`config.mk`:
```
export PLATFORM = sky130hd
export DESIGN_NAME = uart_frame_controller_flat
export DESIGN_NICKNAME = d
export VERILOG_FILES = /design/src/rtl/uart_frame_controller_pkg.sv /design/src/rtl/uart_frame_controller_if.sv /design/src/rtl/uart_frame_controller_buffer.sv /design/src/rtl/uart_frame_controller.sv /design/src/flat_wrapper.sv
export SDC_FILE = /design/constraint.sdc
export NUM_CORES = 1
export LEC_CHECK = 0
export CAP_MARGIN = 20
export CORE_ASPECT_RATIO = 1.25
export CORE_UTILIZATION = 41
export DETAILED_ROUTE_END_ITERATION = 8
export GPL_ROUTABILITY_DRIVEN = 0
export GPL_TIMING_DRIVEN = 0
export HOLD_SLACK_MARGIN = 0.06
export PLACE_DENSITY = 0.54
export SKIP_LAST_GASP = 1
export SLEW_MARGIN = 20
export SYNTH_ARGS = -nofsm -noshare
export SYNTH_HDL_FRONTEND = slang
export SYNTH_SLANG_ARGS = --single-unit
```
`constraint.sdc`:
```
create_clock -name clk -period 6.4 [get_ports clk]
set_input_delay 1.28 -clock clk [delete_from_list [all_inputs] [get_ports clk]]
set_output_delay 1.28 -clock clk [all_outputs]
set_load 0.1 [all_outputs]
```
`src/rtl/uart_frame_controller_pkg.sv`:
```
// Shared definitions for the UART frame controller: sync byte, abort causes, parser states.
package uart_frame_pkg;

    localparam logic [7:0] SYNC_BYTE = 8'hA5;

    typedef enum logic [1:0] {
        ERR_OVERRUN  = 2'd0,
        ERR_LENGTH   = 2'd1,
        ERR_CHECKSUM = 2'd2,
        ERR_TIMEOUT  = 2'd3
    } err_e;

    typedef enum logic [2:0] {
        IDLE    = 3'd0,
        ADDR    = 3'd1,
        LEN     = 3'd2,
        PAYLOAD = 3'd3,
        CHECK   = 3'd4,
        COMMIT  = 3'd5
    } state_e;

endpackage

```
`src/rtl/uart_frame_controller_if.sv`:
```
// Byte-in / register-write-out bundle between the UART receiver, the frame controller and the register sink.
interface uart_frame_controller_if;
    import uart_frame_pkg::*;

    logic       available;
    logic [7:0] data;
    logic [7:0] writeAddress;
    logic [7:0] writeData;
    logic       writeValid;
    logic       writeReady;
    logic       frameDone;
    logic       frameError;
    err_e       errorCode;
    logic       busy;

    modport master (
        input  available, data, writeReady,
        output writeAddress, writeData, writeValid, frameDone, frameError, errorCode, busy
    );

    modport slave (
        output available, data, writeReady,
        input  writeAddress, writeData, writeValid, frameDone, frameError, errorCode, busy
    );

endinterface

```
`src/rtl/uart_frame_controller_buffer.sv`:
```
// Payload buffer: simple dual-port RAM, one write port and one registered read port.
module uart_frame_buffer
    import uart_frame_pkg::*;
#(
    parameter int DEPTH = 16,
    parameter int AW    = 4
) (
    input  logic          clk,
    input  logic          we_i,
    input  logic [AW-1:0] waddr_i,
    input  logic [7:0]    wdata_i,
    input  logic [AW-1:0] raddr_i,
    output logic [7:0]    rdata_o
);

    logic [7:0] mem_q [DEPTH];
    logic [7:0] rdata_q;

    always_ff @(posedge clk) begin
        if (we_i) begin
            mem_q[waddr_i] <= wdata_i;
        end
        rdata_q <= mem_q[raddr_i];
    end

    assign rdata_o = rdata_q;

endmodule

```
`src/rtl/uart_frame_controller.sv`:
```
// Parses SYNC/ADDR/LEN/payload/CHK frames from the UART byte strobe and, once the checksum
// matches, replays the buffered payload as auto-incrementing register writes.
module uart_frame_controller
    import uart_frame_pkg::*;
#(
    parameter int unsigned clockRate    = 76_800_000,
    parameter int unsigned uartRate     = 12_000_000,
    parameter int unsigned maxLength    = 16,
    parameter int unsigned timeoutBytes = 4
) (
    input logic                     clk,
    input logic                     reset,
    uart_frame_controller_if.master bus
);

    localparam longint TLIM = (longint'(timeoutBytes) * 64'd10 * longint'(clockRate)) / longint'(uartRate);
    localparam int     TW   = $clog2(TLIM + 1);
    localparam int     AW   = (maxLength > 1) ? $clog2(maxLength) : 1;

    state_e        state_q;
    logic [7:0]    base_q;
    logic [7:0]    len_q;
    logic [7:0]    idx_q;
    logic [7:0]    acc_q;
    logic [TW-1:0] tmo_q;
    logic [7:0]    wa_q;
    logic [7:0]    wd_q;
    logic          wv_q;
    logic          done_q;
    logic          err_q;
    logic          ovr_pend_q;
    err_e          code_q;

    logic [7:0]    rd_idx_d;
    logic [7:0]    rdata;
    logic          timed;
    logic          expire;
    logic          accept;
    logic          last;

    assign timed  = (state_q == ADDR) || (state_q == LEN) || (state_q == PAYLOAD) || (state_q == CHECK);
    assign expire = timed && !bus.available && (tmo_q == TW'(TLIM - 1));
    assign accept = wv_q && bus.writeReady;
    assign last   = (idx_q == len_q - 8'd1);

    // Read address runs one step ahead so the next payload byte is ready when the FSM reloads the write.
    always_comb begin
        rd_idx_d = idx_q;
        if (state_q == CHECK) begin
            rd_idx_d = 8'd0;
        end else if (state_q == COMMIT && accept && !last) begin
            rd_idx_d = idx_q + 8'd1;
        end
    end

    uart_frame_buffer #(
        .DEPTH (int'(maxLength)),
        .AW    (AW)
    ) u_buffer (
        .clk     (clk),
        .we_i    (bus.available && (state_q == PAYLOAD)),
        .waddr_i (idx_q[AW-1:0]),
        .wdata_i (bus.data),
        .raddr_i (rd_idx_d[AW-1:0]),
        .rdata_o (rdata)
    );

    always_ff @(posedge clk) begin
        if (reset) begin
            state_q    <= IDLE;
            base_q     <= 8'd0;
            len_q      <= 8'd0;
            idx_q      <= 8'd0;
            acc_q      <= 8'd0;
            tmo_q      <= '0;
            wa_q       <= 8'd0;
            wd_q       <= 8'd0;
            wv_q       <= 1'b0;
            done_q     <= 1'b0;
            err_q      <= 1'b0;
            ovr_pend_q <= 1'b0;
            code_q     <= ERR_OVERRUN;
        end else begin
            done_q <= 1'b0;
            err_q  <= 1'b0;
            // An overrun that landed on the final accept is reported one cycle after frameDone.
            if (ovr_pend_q) begin
                err_q      <= 1'b1;
                code_q     <= ERR_OVERRUN;
                ovr_pend_q <= 1'b0;
            end
            tmo_q <= (!timed || bus.available) ? '0 : tmo_q + 1'b1;

            if (expire) begin
                err_q   <= 1'b1;
                code_q  <= ERR_TIMEOUT;
                state_q <= IDLE;
            end else begin
                case (state_q)
                    IDLE: begin
                        if (bus.available && bus.data == SYNC_BYTE) state_q <= ADDR;
                    end
                    ADDR: begin
                        if (bus.available) begin
                            base_q  <= bus.data;
                            acc_q   <= bus.data;
                            state_q <= LEN;
                        end
                    end
                    LEN: begin
                        if (bus.available) begin
                            if (bus.data == 8'd0 || bus.data > 8'(maxLength)) begin
                                err_q   <= 1'b1;
                                code_q  <= ERR_LENGTH;
                                state_q <= IDLE;
                            end else begin
                                len_q   <= bus.data;
                                acc_q   <= acc_q + bus.data;
                                idx_q   <= 8'd0;
                                state_q <= PAYLOAD;
                            end
                        end
                    end
                    PAYLOAD: begin
                        if (bus.available) begin
                            acc_q <= acc_q + bus.data;
                            idx_q <= idx_q + 8'd1;
                            if (idx_q + 8'd1 == len_q) state_q <= CHECK;
                        end
                    end
                    CHECK: begin
                        if (bus.available) begin
                            if (bus.data == acc_q) begin
                                idx_q   <= 8'd0;
                                state_q <= COMMIT;
                            end else begin
                                err_q   <= 1'b1;
                                code_q  <= ERR_CHECKSUM;
                                state_q <= IDLE;
                            end
                        end
                    end
                    COMMIT: begin
                        if (bus.available) begin
                            if (accept && last) begin
                                ovr_pend_q <= 1'b1;
                            end else begin
                                err_q  <= 1'b1;
                                code_q <= ERR_OVERRUN;
                            end
                        end
                        if (!wv_q) begin
                            wa_q <= base_q + idx_q;
                            wd_q <= rdata;
                            wv_q <= 1'b1;
                        end else if (bus.writeReady) begin
                            wv_q <= 1'b0;
                            if (last) begin
                                done_q  <= 1'b1;
                                state_q <= IDLE;
                            end else begin
                                idx_q <= idx_q + 8'd1;
                            end
                        end
                    end
                    default: state_q <= IDLE;
                endcase
            end
        end
    end

    assign bus.writeAddress = wa_q;
    assign bus.writeData    = wd_q;
    assign bus.writeValid   = wv_q;
    assign bus.frameDone    = done_q;
    assign bus.frameError   = err_q;
    assign bus.errorCode    = code_q;
    assign bus.busy         = (state_q != IDLE);

endmodule

```
`src/flat_wrapper.sv`:
```
// flat-port wrapper written by rule: the top's interface ports become plain ports
module uart_frame_controller_flat import uart_frame_pkg::*;
#(
    parameter int unsigned clockRate    = 76_800_000,
    parameter int unsigned uartRate     = 12_000_000,
    parameter int unsigned maxLength    = 16,
    parameter int unsigned timeoutBytes = 4
)
  (clk, reset, bus_available, bus_data, bus_writeReady, bus_writeAddress, bus_writeData, bus_writeValid, bus_frameDone, bus_frameError, bus_errorCode, bus_busy);
  uart_frame_controller_if bus_i ();
  input logic clk;
  input logic reset;
  input wire logic [$bits(bus_i.available)-1:0] bus_available;
  input wire logic [$bits(bus_i.data)-1:0] bus_data;
  input wire logic [$bits(bus_i.writeReady)-1:0] bus_writeReady;
  output wire logic [$bits(bus_i.writeAddress)-1:0] bus_writeAddress;
  output wire logic [$bits(bus_i.writeData)-1:0] bus_writeData;
  output wire logic [$bits(bus_i.writeValid)-1:0] bus_writeValid;
  output wire logic [$bits(bus_i.frameDone)-1:0] bus_frameDone;
  output wire logic [$bits(bus_i.frameError)-1:0] bus_frameError;
  output wire logic [$bits(bus_i.errorCode)-1:0] bus_errorCode;
  output wire logic [$bits(bus_i.busy)-1:0] bus_busy;
  assign bus_i.available = bus_available;
  assign bus_i.data = bus_data;
  assign bus_i.writeReady = bus_writeReady;
  assign bus_writeAddress = bus_i.writeAddress;
  assign bus_writeData = bus_i.writeData;
  assign bus_writeValid = bus_i.writeValid;
  assign bus_frameDone = bus_i.frameDone;
  assign bus_frameError = bus_i.frameError;
  assign bus_errorCode = bus_i.errorCode;
  assign bus_busy = bus_i.busy;
  uart_frame_controller #(.clockRate(clockRate), .uartRate(uartRate), .maxLength(maxLength), .timeoutBytes(timeoutBytes)) u_core (.clk(clk), .reset(reset), .bus(bus_i));
endmodule
```
# ---- Word level (Yosys, flattened, before mapping)
# Memories as Yosys holds them, arrays and structs flattened. A register that Yosys moved wholly into a read port is not among the register bits.
# Index checks and enable logic that the tools add are counted.
# W data, S select, Z words.
dict set report classes {
  addsub 5
  n_mul 0
  div_mod_pow 0
  n_lt_le_gt_ge 1
  eq_ne 22
  shifts 0
  mux 52
  bitwise 6
  n_reduce_logical 32
}
# operator n
set op_table {}
lappend op_table {{$mux W8} 12}
lappend op_table {{$pmux W8 S4} 1}
lappend op_table {{$mux W3} 10}
lappend op_table {{$eq A8 B8 Y1} 3}
lappend op_table {{$pmux W8 S3} 1}
lappend op_table {{$mux W2} 9}
lappend op_table {{$ne A2 B2 Y1 const B} 9}
lappend op_table {{$pmux W3 S6} 1}
lappend op_table {{$add A8 B8 Y8} 2}
lappend op_table {{$mux W1} 14}
lappend op_table {{$reduce_and A10 Y1} 1}
lappend op_table {{$add A9 B1 Y9 const B} 1}
lappend op_table {{$eq A9 B8 Y1 const B} 1}
lappend op_table {{$reduce_and A9 Y1} 1}
lappend op_table {{$add A8 B1 Y8 const B} 1}
lappend op_table {{$eq A8 B8 Y1 const B} 1}
lappend op_table {{$gt A8 B5 Y1 const B} 1}
lappend op_table {{$logic_and A1 B1 Y1} 8}
lappend op_table {{$logic_not A8 Y1} 1}
lappend op_table {{$mux W4} 2}
lappend op_table {{$sub A8 B1 Y8 const B} 1}
lappend op_table {{$eq A3 B2 Y1 const B} 2}
lappend op_table {{$eq A3 B3 Y1 const B} 2}
lappend op_table {{$ne A2 B1 Y1 const B} 3}
lappend op_table {{16 further kinds} 30}
dict set report totals {
  reg_bits 66
  latchBits 0
  mem_bits_rw 128
  romBits 0
  inputBits 12
  elab_cells 132
  mem_count 1
}
# name depth word_bits rd rd_clocked_by_memory_dff write_ports line
set mem_list {}
lappend mem_list {u_core.u_buffer.mem_q 16 8 1 1 1 uart_frame_controller_buffer.sv:16} ;# logic [7:0] mem_q [DEPTH];

# ---- Depth between registers and ports, before layout
# Gate-level depths: netlist of the first run.
dict set report logic_depth {
  word_depth 8
  ltp_mapped 13
  depth_no_buf 12
}

# ---- Cells and area by module
# From an unflattened synthesis of the first run, not the netlist that was laid out.
dict set report hier_totals {
  cells_unflattened 763
  area_unflattened_um2 9411.5
}
# mod n_inst cells_per_inst area_per_inst_um2
set by_module_without_submodules {}
lappend by_module_without_submodules {uart_frame_buffer 1 229 5147.4}
lappend by_module_without_submodules {uart_frame_controller 1 534 4264.1}

# ---- Worst setup path after synthesis of the first run
# No wires, ideal clock.
dict set report synth_timing {
  kind {input -> register}
  start {input bus_data[4]}
  end {register u_core.idx_q[6]}
  t_arrival_ns 3.419
  path_slack_ns 2.910
  cell_stages 9
  cell_sequence {ha_1 > nor4_1 > nand3_1 > a22oi_1 > nor2_1 > a311o_1 > or2_2 > or4b_1 > a21oi_1}
}
dict set report synth_via {
  elab_chain_cells 4
  elab_cells_between_ends 7
  classes_between {order compare: 1; eq/ne: 3; reduce/logical: 3}
}
# element line
set synth_rtl {}
lappend synth_rtl {{start, declared} flat_wrapper.sv:14} ;# input wire logic [$bits(bus_i.data)-1:0] bus_data;
lappend synth_rtl {{$gt A8 B5 Y1 / $logic_not A8 Y1 (equally long branches)} uart_frame_controller.sv:112} ;# if (bus.data == 8'd0 || bus.data > 8'(maxLength)) begin
lappend synth_rtl {{$logic_or A1 B1 Y1} uart_frame_controller.sv:112}
lappend synth_rtl {{$ne A2 B2 Y1 (no line)} n/a}
lappend synth_rtl {{$reduce_and A10 Y1 (no line) *} n/a}
lappend synth_rtl {{end signal, assigned} uart_frame_controller.sv:127} ;# idx_q <= idx_q + 8'd1;
lappend synth_rtl {{end signal, assigned} uart_frame_controller.sv:162} ;# idx_q <= idx_q + 8'd1;
lappend synth_rtl {{end, declared} uart_frame_controller.sv:23} ;# logic [7:0] idx_q;
# Every way passes the cells marked *; elsewhere a longest branch is shown, timed or not.
# A chain may end at the register's enable or synchronous reset.

# ---- Worst setup path after layout of the first run
dict set report layout_timing {
  start {input bus_data[0]}
  end {register u_core.idx_q[6]}
}
# The elaborated chain is that of the path after synthesis.

==> results of run 1 <==
[layer usage]
metal  GRT usage, %  part of all wire [%]
met1           26.3                    41
met2           39.2                    51
met3           2.74                   4.5
met4           8.70                   3.3
met5              0                     0
[cells by family (layout without fill, tap and decap cells)]
logic type	Yosys count	in the layout	synth area share, %
flip-flops	202	202	57.2
multiplexers	60	60	6.56
buffers and inverters	69	141	3.91
AND/OR/NAND/NOR	264	264	14.4
XOR/XNOR	36	36	3.39
adder cells (fa/ha/maj)	23	23	3.25
AO/OA/AOI/OAI	160	160	11.3
[worst paths after layout]
kind | cells after the start | startpoint | slack, ns | endpoint
setup / recovery | 10 | bus_data[0] | 1.73 | u_core.idx_q[6]$_SDFFE_PP0P_
hold / removal | 2 | u_core.u_buffer.rdata_o[1]$_DFF_P_ | 0.44 | u_core.bus.writeData[1]$_SDFFE_PP0P_
setup reg to reg | 12 | u_core.len_q[2]$_SDFFE_PP0P_ | 2.56 | u_core.u_buffer.rdata_o[1]$_DFF_P_
hold reg to reg | 2 | u_core.u_buffer.rdata_o[1]$_DFF_P_ | 0.44 | u_core.bus.writeData[1]$_SDFFE_PP0P_
[per-stage QoR]
stage,util (%),cells
3_3_place_gp,44.7,1128
2_1_floorplan,-,814
6_report,48.0,1169
3_5_place_dp,44.8,1129
4_1_cts,48.1,1169
5_1_grt,48.0,1169
[state kept, by name (all words and copies together), names as in the netlist, 8 cells and up]
signal / cells
u_core.u_buffer.mem_q: 128
u_core.bus.writeAddress: 8
u_core.len_q: 8
u_core.u_buffer.rdata_o: 8
u_core.idx_q: 8
u_core.base_q: 8
u_core.bus.writeData: 8
u_core.acc_q: 8
u_core.tmo_q: 9
[power by group through the flow]
stage	logic (W)	clock network [W]	registers [W]
final	0.0000510	0.00129	0.00138
after global routing	0.0000554	0.00137	0.00138
after detailed placement	0.0000526	0	0.00141
after floorplan	0.0000167	0	0.00141
after CTS	0.0000529	0.00131	0.00138
after global placement	0.0000513	0	0.00141
[placed cells by master (no fill, tap or decap), types with 9 or more instances in the layout]
cell,n
a211oi_1,23
a21oi_1,56
and3_1,13
buf_2,10
clkbuf_1,29
clkbuf_16,23
clkdlybuf4s50_1,27
dfxtp_1,74
edfxtp_1,128
ha_1,21
inv_1,25
mux2i_1,52
nand2_1,83
nand2b_1,10
nand3_1,16
nor2_1,61
nor2b_1,9
nor3_1,12
o21ai_0,13
o22ai_1,20
xnor2_1,24
xor2_1,12
[layout make-up]
cell class                      count  area (sq um)
Buffer                             44           270
Clock buffer                       29           608
Clock inverter                     11           134
Fill cell                        2055         11600
Inverter                           25          93.8
Multi-Input combinational cell    543          3620
Sequential cell                   202          5330
Tap cell                          283           354
Timing Repair Buffer               32           298
[worst max-delay path: cells and delay by family]
family / cells / cell delay [ns]
and+or+nand+nor: 5 / 1.43
buffers and inverters: 1 / 1.20
AOI/OAI and AO/OA: 3 / 0.77
adders and majority gates: 1 / 0.39
==> impl_metrics.py, run 1 <==
metrics = {
    "critical_path": {
        "start_kind": "input pin",
        "critPathMaxFanout": 22,
        "crit_arrival_ns": 5.09,
        "crit_chain": "clkdlybuf4s50_1 > ha_1 > nor4_1 > nand3_1 > a22oi_1 > nor2_1 > a311o_1 > or2_2 > or4b_1 > a21oi_1",
        "crit_type": "in2reg",
        "worstPathRequired_ns": 6.83,
        "cpMaxStageDelayCell": "clkdlybuf4s50_1",
        "cp-end-kind": "register",
        "critPathMaxStageDelay_ns": 1.20,
    },
    "sta": {
        "layout_setup_ws_ns": 1.73,
        "hold_viol": 0,
        "relSlewSlack_pct": 24.0,
        "fin_tns_setup_ns": 0,
        "fin_worst_skew_ns": 0.0169,
        "finalMaxSlewViolations": 0,
        "rsz0062_at_grt": "no",
        "min_period_over_period_pct": 72.9,
        "setup_viol": 0,
        "fin_crit_ns": 4.67,
        "timing.hold.ws_ns": 0.435,
        "worst_pin_slew_ns": 1.14,
        "max_freq_mhz": 214,
    },
    "power_and_ir_drop": {
        "seqPwrFrac_pct": 50.8,
        "p_leak_nw": 3.83,
        "p_int_w": 0.00218,
        "p_sw_share_pct": 19.8,
        "irDropWorstVdd_mv": 0.181,
        "p_total_w": 0.00272,
        "switching_power_w": 0.000538,
        "power.density_nw_per_um2": 254,
        "p_clk_share_pct": 47.3,
        "pwr-share-comb_pct": 1.9,
    },
    "clock_network": {
        "clk_latency_ns": 0.50,
        "clock_tree.buffer_depth": 3,
        "cts_max_level": 1,
        "cts_setup_buffers": 0,
        "cts_buffers": 22,
        "post_cts_resized": 0,
        "path_clk_slew_ns": 0.06,
        "tritoncts": "built",
        "cts_root_buf": "clkbuf_16",
        "postCtsHoldBufs": 0,
        "clock_sinks": 202,
    },
    "logic_synthesis": {
        "netlist_top_cells_area": "edfxtp_1 (41%), dfxtp_1 (16%), mux2i_1 (5.6%), nand2_1 (3.3%), a21oi_1 (3.0%)",
        "ys_seq_area_share_pct": 57.2,
        "yosysTopAreaCell": "edfxtp_1",
        "ys_warn_count": 0,
        "yosysMostFrequentCell": "edfxtp_1",
        "synthDominantCellAreaShare_pct": 41.3,
        "ys_types": 70,
        "async_flop_share_pct": 0,
        "synth_area_sq_um": 9300,
        "synthTopCellsByCount": "edfxtp_1 (128), nand2_1 (83), dfxtp_1 (74)",
        "synthFlopType": "edfxtp_1",
        "synth_edf_count": 128,
        "syn_inst": 814,
        "ys_seq_elements": 202,
        "syn-num-nets": 849,
        "synth_area_per_cell_sq_um": 11.4,
    },
    "floorplan": {
        "core_sq_um": 22300,
        "rows": 61,
        "start_util_pct": 41.7,
        "die_x_um": 137,
        "dieArea_sq_um": 23300,
        "num_io_pins": 34,
        "dieHeight_um": 170,
    },
    "global_route": {
        "grt_antenna_before_repair": 0,
        "grt_pass1_vias": 6572,
        "grt_max_degree": 24,
        "grt_pass1_wl_um": 37600,
        "track_usage_pct": 21.9,
        "grt_remaining_overflow": 0,
    },
    "finish": {
        "area_growth_pct": 15.1,
        "diodes": 0,
        "drive_gt1_share_pct": 9.48,
        "nets": 905,
        "finalInstanceArea_sq_um": 10700,
    },
    "min_path": {
        "hp-class": "reg2reg",
    },
    "route": {
        "dr_total_vias": 6545,
        "routed_wl_um": 24900,
        "via_per_inst": 5.60,
        "drt_first_iter_violations": 360,
        "drt.antenna.violating_nets": 0,
        "dr.pass1.iters": 5,
        "post_drt_wl_per_cell_um": 21.3,
        "drc": 0,
    },
    "place": {
        "io_buffers": 31,
        "pre_cts_slack_ns": 1.18,
        "place_area_sq_um": 9980,
        "dp_hpwl_um": 17200,
    },
    "outcome": {
        "status": "finished clean",
    },
    "flow_run": {
        "cap_violations": 0,
    },
}
Power figures use the tool's default switching activity.
==> run 2: changes to the inputs <==
PLACE_DENSITY = 0.56   (was 0.54)
clock period = 3.8 ns   (was 6.4 ns; I/O delays follow)
==> impl_metrics.py, run 2 (same netlist as run 1, synthesis figures left out) <==
metrics = {
    "critical_path": {
        "ff2ff_path_depth": 12,
        "start_kind": "input pin",
        "critical_path.startpoint": "bus_data[7]",
        "critPathMaxStageDelay_ns": 1.00,
        "cp-end-kind": "register",
        "r2r_slack_ns": 0.13,
        "crit_type": "in2reg",
        "endpoint": "u_core.idx_q[6]$_SDFFE_PP0P_",
        "reg2reg_to": "u_core.u_buffer.rdata_o[5]$_DFF_P_",
        "critPathMaxFanout": 17,
        "crit_chain": "clkdlybuf4s50_1 > clkbuf_1 > xnor2_1 > nand3_1 > a22oi_1 > nor2_1 > a311o_1 > or2_2 > or4b_1 > a21oi_1",
        "rr_startpoint": "u_core.len_q[0]$_SDFFE_PP0P_",
        "cpMaxStageDelayCell": "clkdlybuf4s50_1",
        "worstPathRequired_ns": 4.22,
        "crit_arrival_ns": 4.15,
    },
    "finish": {
        "nets": 905,
        "final_common_cell": "edfxtp_1",
        "reg_top3": "u_core.u_buffer.mem_q x128, u_core.tmo_q x9",
        "diodes": 0,
        "most-common-layout-cells": "edfxtp_1 (128), nand2_1 (83), dfxtp_1 (74)",
        "area_growth_pct": 15.2,
        "largest-register": "u_core.u_buffer.mem_q",
        "largest_register_ffs": 128,
        "drive_gt1_share_pct": 10.3,
    },
    "sta": {
        "fin_tns_setup_ns": 0,
        "rsz0062_at_grt": "yes",
        "relSlewSlack_pct": 26.3,
        "fin_worst_skew_ns": 0.0136,
        "worst_pin_slew_ns": 1.11,
        "hold_viol": 0,
        "fin_crit_ns": 3.73,
        "finalMaxSlewViolations": 0,
        "setup_viol": 0,
        "max_freq_mhz": 268,
        "min_period_over_period_pct": 98.3,
    },
    "route": {
        "drc": 0,
        "met1Wirelength_um": 9800,
        "routed_wl_um": 24000,
        "wl_met3_um": 1240,
        "drt_first_iter_violations": 390,
        "post_drt_wl_per_cell_um": 20.6,
        "dr.pass1.iters": 5,
        "drt.antenna.violating_nets": 0,
        "wl_met2_um": 12200,
        "via_per_inst": 5.56,
        "top_layer": "met4",
        "dr_total_vias": 6495,
    },
    "clock_network": {
        "clk_latency_ns": 0.51,
        "cts_max_level": 1,
        "postCtsHoldBufs": 0,
        "cts_root_buf": "clkbuf_16",
        "path_clk_slew_ns": 0.06,
        "clock_tree.buffer_depth": 3,
        "clock_sinks": 202,
        "cts_buffers": 22,
        "tritoncts": "built",
    },
    "floorplan": {
        "core_sq_um": 22300,
        "die_x_um": 137,
        "start_util_pct": 41.7,
        "dieArea_sq_um": 23300,
        "num_io_pins": 34,
        "rows": 61,
        "dieHeight_um": 170,
    },
    "global_route": {
        "grt_remaining_overflow": 0,
        "grt_max_degree": 24,
        "grt_antenna_before_repair": 0,
        "grt_pass1_vias": 6595,
        "grt_pass1_wl_um": 36600,
        "track_usage_pct": 21.1,
    },
    "place": {
        "dp_hpwl_um": 16800,
        "io_buffers": 31,
    },
    "flow_run": {
        "cap_violations": 0,
    },
    "power_and_ir_drop": {
        "irDropWorstVdd_mv": 0.422,
        "power.density_nw_per_um2": 417,
        "p_total_w": 0.00446,
        "p_leak_nw": 3.87,
    },
    "min_path": {
        "min_delay_path_depth": 2,
        "hp-class": "reg2reg",
    },
    "outcome": {
        "status": "finished clean",
    },
}
==> run 2: what timing repair did <==
| item | 4_1_cts | 5_1_grt |
|---|---|---|
| gates resized for setup | 5 | 12 |
| setup buffers | 0 | 1 |
| pin swaps | 0 | 2 |
| endpoints found under the setup margin | 7 | 19 |
| cloned | 0 | 0 |
==> run 2: layer usage <==
layer,up-vias,track usage (%)
met1,3168,25.1
li1,3097,-
met2,178,37.6
met4,0,8.12
met3,52,3.28
met5,-,0
==> run 2: metrics by stage <==
step	hold slack (ns)	std cells	area, sq um	utilization [%]	worst slack (ns)
detailed placement	0.437	1128	9970	44.7	-0.735
finish	0.446	1169	10700	48.1	0.0662
CTS	0.446	1168	10700	47.9	-0.0828
global route	0.466	1169	10700	48.1	-0.0768
global placement	0.421	1128	9970	44.7	-0.861
floorplan	0.417	814	9300	-	0.667
==> run 2: final cells by class <==
cell class | count | area, sq um
inverters | 25 | 93.8
multi-input cells | 543 | 3640
repair buffers | 32 | 317
well taps | 283 | 354
fillers | 2051 | 11600
plain buffers | 44 | 275
clock inverters | 11 | 85.1
clock buffers | 29 | 618
flip-flops and latches | 202 | 5330
==> run 2: worst min path at each step <==
| stage | start | end |
|---|---|---|
| 2_1_floorplan | u_core.u_buffer.rdata_o[2]$_DFF_P_ | u_core.bus.writeData[2]$_SDFFE_PP0P_ |
| 3_3_place_gp | u_core.u_buffer.rdata_o[1]$_DFF_P_ | u_core.bus.writeData[1]$_SDFFE_PP0P_ |
| 3_5_place_dp | u_core.u_buffer.rdata_o[1]$_DFF_P_ | u_core.bus.writeData[1]$_SDFFE_PP0P_ |
| 4_1_cts | u_core.u_buffer.rdata_o[1]$_DFF_P_ | u_core.bus.writeData[1]$_SDFFE_PP0P_ |
| 5_1_grt | u_core.u_buffer.rdata_o[4]$_DFF_P_ | u_core.bus.writeData[4]$_SDFFE_PP0P_ |
| 6_report | u_core.u_buffer.rdata_o[1]$_DFF_P_ | u_core.bus.writeData[1]$_SDFFE_PP0P_ |
==> run 2: critical path: cells and delay by family <==
family	cells	cell delay, ns
buffers and inverters	2	1.41
AND/OR/NAND/NOR	4	1.06
XOR/XNOR	1	0.17
AO/OA/AOI/OAI	3	0.75
==> run 2: report_power, final <==
group | leakage (nW) | switching, W | total, W | internal [W]
Clock | 0.336 | 0.000838 | 0.00205 | 0.00121
Sequential | 1.75 | 0.000000164 | 0.00233 | 0.00233
Combinational | 1.78 | 0.0000680 | 0.0000852 | 0.0000172
==> run 3: changes to the inputs <==
==> constraint.sdc (replaced) <==
create_clock -name clk -period 3.8 [get_ports clk]
set_input_delay 0.76 -clock clk [delete_from_list [all_inputs] [get_ports clk]]
set_output_delay 0.76 -clock clk [all_outputs]
set_load 0.05 [all_outputs]
==> impl_metrics.py, run 3 (same netlist as run 1, synthesis figures left out) <==
metrics = {
    "floorplan": {
        "dieHeight_um": 170,
        "num_io_pins": 34,
        "rows": 61,
        "die_x_um": 137,
        "dieArea_sq_um": 23300,
        "core_sq_um": 22300,
        "start_util_pct": 41.7,
    },
    "critical_path": {
        "worstPathRequired_ns": 4.17,
        "critPathMaxFanout": 10,
        "crit_arrival_ns": 4.07,
        "rr_startpoint": "u_core.len_q[0]$_SDFFE_PP0P_",
        "endpoint": "u_core.u_buffer.rdata_o[1]$_DFF_P_",
        "crit_type": "reg2reg",
        "ff2ff_path_depth": 12,
        "reg2reg_to": "u_core.u_buffer.rdata_o[1]$_DFF_P_",
        "start_kind": "register",
        "critical_path.startpoint": "u_core.len_q[0]$_SDFFE_PP0P_",
        "cp-end-kind": "register",
        "r2r_slack_ns": 0.10,
    },
    "clock_network": {
        "clock_sinks": 202,
        "cts_root_buf": "clkbuf_16",
        "tritoncts": "built",
        "path_clk_slew_ns": 0.06,
        "postCtsHoldBufs": 0,
        "cts_buffers": 22,
        "clk_latency_ns": 0.51,
        "clock_tree.buffer_depth": 3,
        "cts_max_level": 1,
    },
    "global_route": {
        "track_usage_pct": 21.1,
        "grt_antenna_before_repair": 0,
        "grt_pass1_vias": 6595,
        "grt_max_degree": 24,
        "grt_remaining_overflow": 0,
        "grt_pass1_wl_um": 36600,
    },
    "finish": {
        "area_growth_pct": 15.1,
        "n_fill_cell": 2052,
        "final_common_cell": "edfxtp_1",
        "reg_top3": "u_core.u_buffer.mem_q x128, u_core.tmo_q x9",
        "fin_util_pct": 48.0,
        "drive_gt1_share_pct": 10.3,
        "largest_register_ffs": 128,
        "largest-register": "u_core.u_buffer.mem_q",
        "diodes": 0,
        "nets": 905,
        "most-common-layout-cells": "edfxtp_1 (128), nand2_1 (83), dfxtp_1 (74)",
    },
    "power_and_ir_drop": {
        "p_total_w": 0.00447,
        "power.density_nw_per_um2": 417,
        "p_leak_nw": 3.85,
        "irDropWorstVdd_mv": 0.423,
    },
    "sta": {
        "setup_viol": 0,
        "fin_worst_skew_ns": 0.0163,
        "fin_crit_ns": 3.70,
        "max_freq_mhz": 270,
        "finalMaxSlewViolations": 0,
        "hold_viol": 0,
        "min_period_over_period_pct": 97.4,
        "fin_tns_setup_ns": 0,
        "worst_pin_slew_ns": 0.998,
        "relSlewSlack_pct": 33.3,
    },
    "place": {
        "io_buffers": 31,
        "dp_hpwl_um": 16800,
    },
    "route": {
        "dr_total_vias": 6549,
        "via_per_inst": 5.60,
        "drt.antenna.violating_nets": 0,
        "routed_wl_um": 24100,
        "dr.pass1.iters": 5,
        "drc": 0,
        "drt_first_iter_violations": 387,
        "post_drt_wl_per_cell_um": 20.6,
    },
    "flow_run": {
        "cap_violations": 0,
    },
    "outcome": {
        "status": "finished clean",
    },
    "min_path": {
        "hp-class": "reg2reg",
    },
}
run 3: changes by cell type in the layout (fill, tap and decap cells not counted):
cell           change
dlygate4sd2_1      -1
nor3b_2            -1
nor3b_1            +1
clkbuf_2           +1
run 3: power breakdown:
group          switching [W]  total [W]  internal [W]  leakage (nW)
logic              0.0000677  0.0000846     0.0000169          1.77
clock network       0.000839    0.00205       0.00121         0.336
registers        0.000000164    0.00233       0.00233          1.75
run 3: worst min-delay path by stage:
stage                                       startpoint                              endpoint  slack [ns]  cells past startpoint
global placement    u_core.u_buffer.rdata_o[1]$_DFF_P_  u_core.bus.writeData[1]$_SDFFE_PP0P_        0.42                      2
detailed placement  u_core.u_buffer.rdata_o[1]$_DFF_P_  u_core.bus.writeData[1]$_SDFFE_PP0P_        0.44                      2
floorplan           u_core.u_buffer.rdata_o[2]$_DFF_P_  u_core.bus.writeData[2]$_SDFFE_PP0P_        0.42                      2
finish              u_core.u_buffer.rdata_o[1]$_DFF_P_  u_core.bus.writeData[1]$_SDFFE_PP0P_        0.45                      2
CTS                 u_core.u_buffer.rdata_o[1]$_DFF_P_  u_core.bus.writeData[1]$_SDFFE_PP0P_        0.45                      2
global route        u_core.u_buffer.rdata_o[4]$_DFF_P_  u_core.bus.writeData[4]$_SDFFE_PP0P_        0.47                      2
run 3: layer usage:
metal | part of all wire [%] | GRT usage, %
met5 | 0 | 0
met4 | 3.6 | 8.12
met3 | 4.7 | 3.28
met2 | 51 | 37.6
met1 | 41 | 25.1
run 3: layout make-up:
cell class / instances / area, sq um / area share (%)
plain buffers: 44 / 275 / 2.57
well taps: 283 / 354 / 3.31
multi-input cells: 543 / 3640 / 34.0
flip-flops and latches: 202 / 5330 / 49.7
repair buffers: 32 / 313 / 2.92
clock inverters: 11 / 85.1 / 0.795
clock buffers: 29 / 618 / 5.77
inverters: 25 / 93.8 / 0.877
run 3: repair_timing:
item / in CTS / in global routing
resized for setup: 5 / 13
buffers inserted: 0 / 1
setup endpoints to repair: 7 / 18
pin swaps: 0 / 2
run 3: worst max-delay path, stage by stage (launching register included):
cell and delay (ns):
dfxtp_1 0.45, inv_1 0.08, ha_1 0.30, xor2_1 0.16, nor4b_2 0.18, a2bb2oi_1 0.40
a211oi_4 0.14, or3_1 0.40, a21oi_1 0.28, or3_1 0.17, buf_2 0.21, a2bb2oi_1 0.31
or4b_1 0.47
run 3: metrics by stage:
step | hold WS, ns | cell area, sq um | cells | worst slack [ns]
4_1_cts | 0.446 | 10700 | 1168 | -0.0828
2_1_floorplan | 0.417 | 9300 | 814 | 0.687
3_3_place_gp | 0.421 | 9970 | 1128 | -0.861
5_1_grt | 0.466 | 10700 | 1169 | -0.00451
3_5_place_dp | 0.437 | 9970 | 1128 | -0.735
6_report | 0.447 | 10700 | 1169 | 0.101
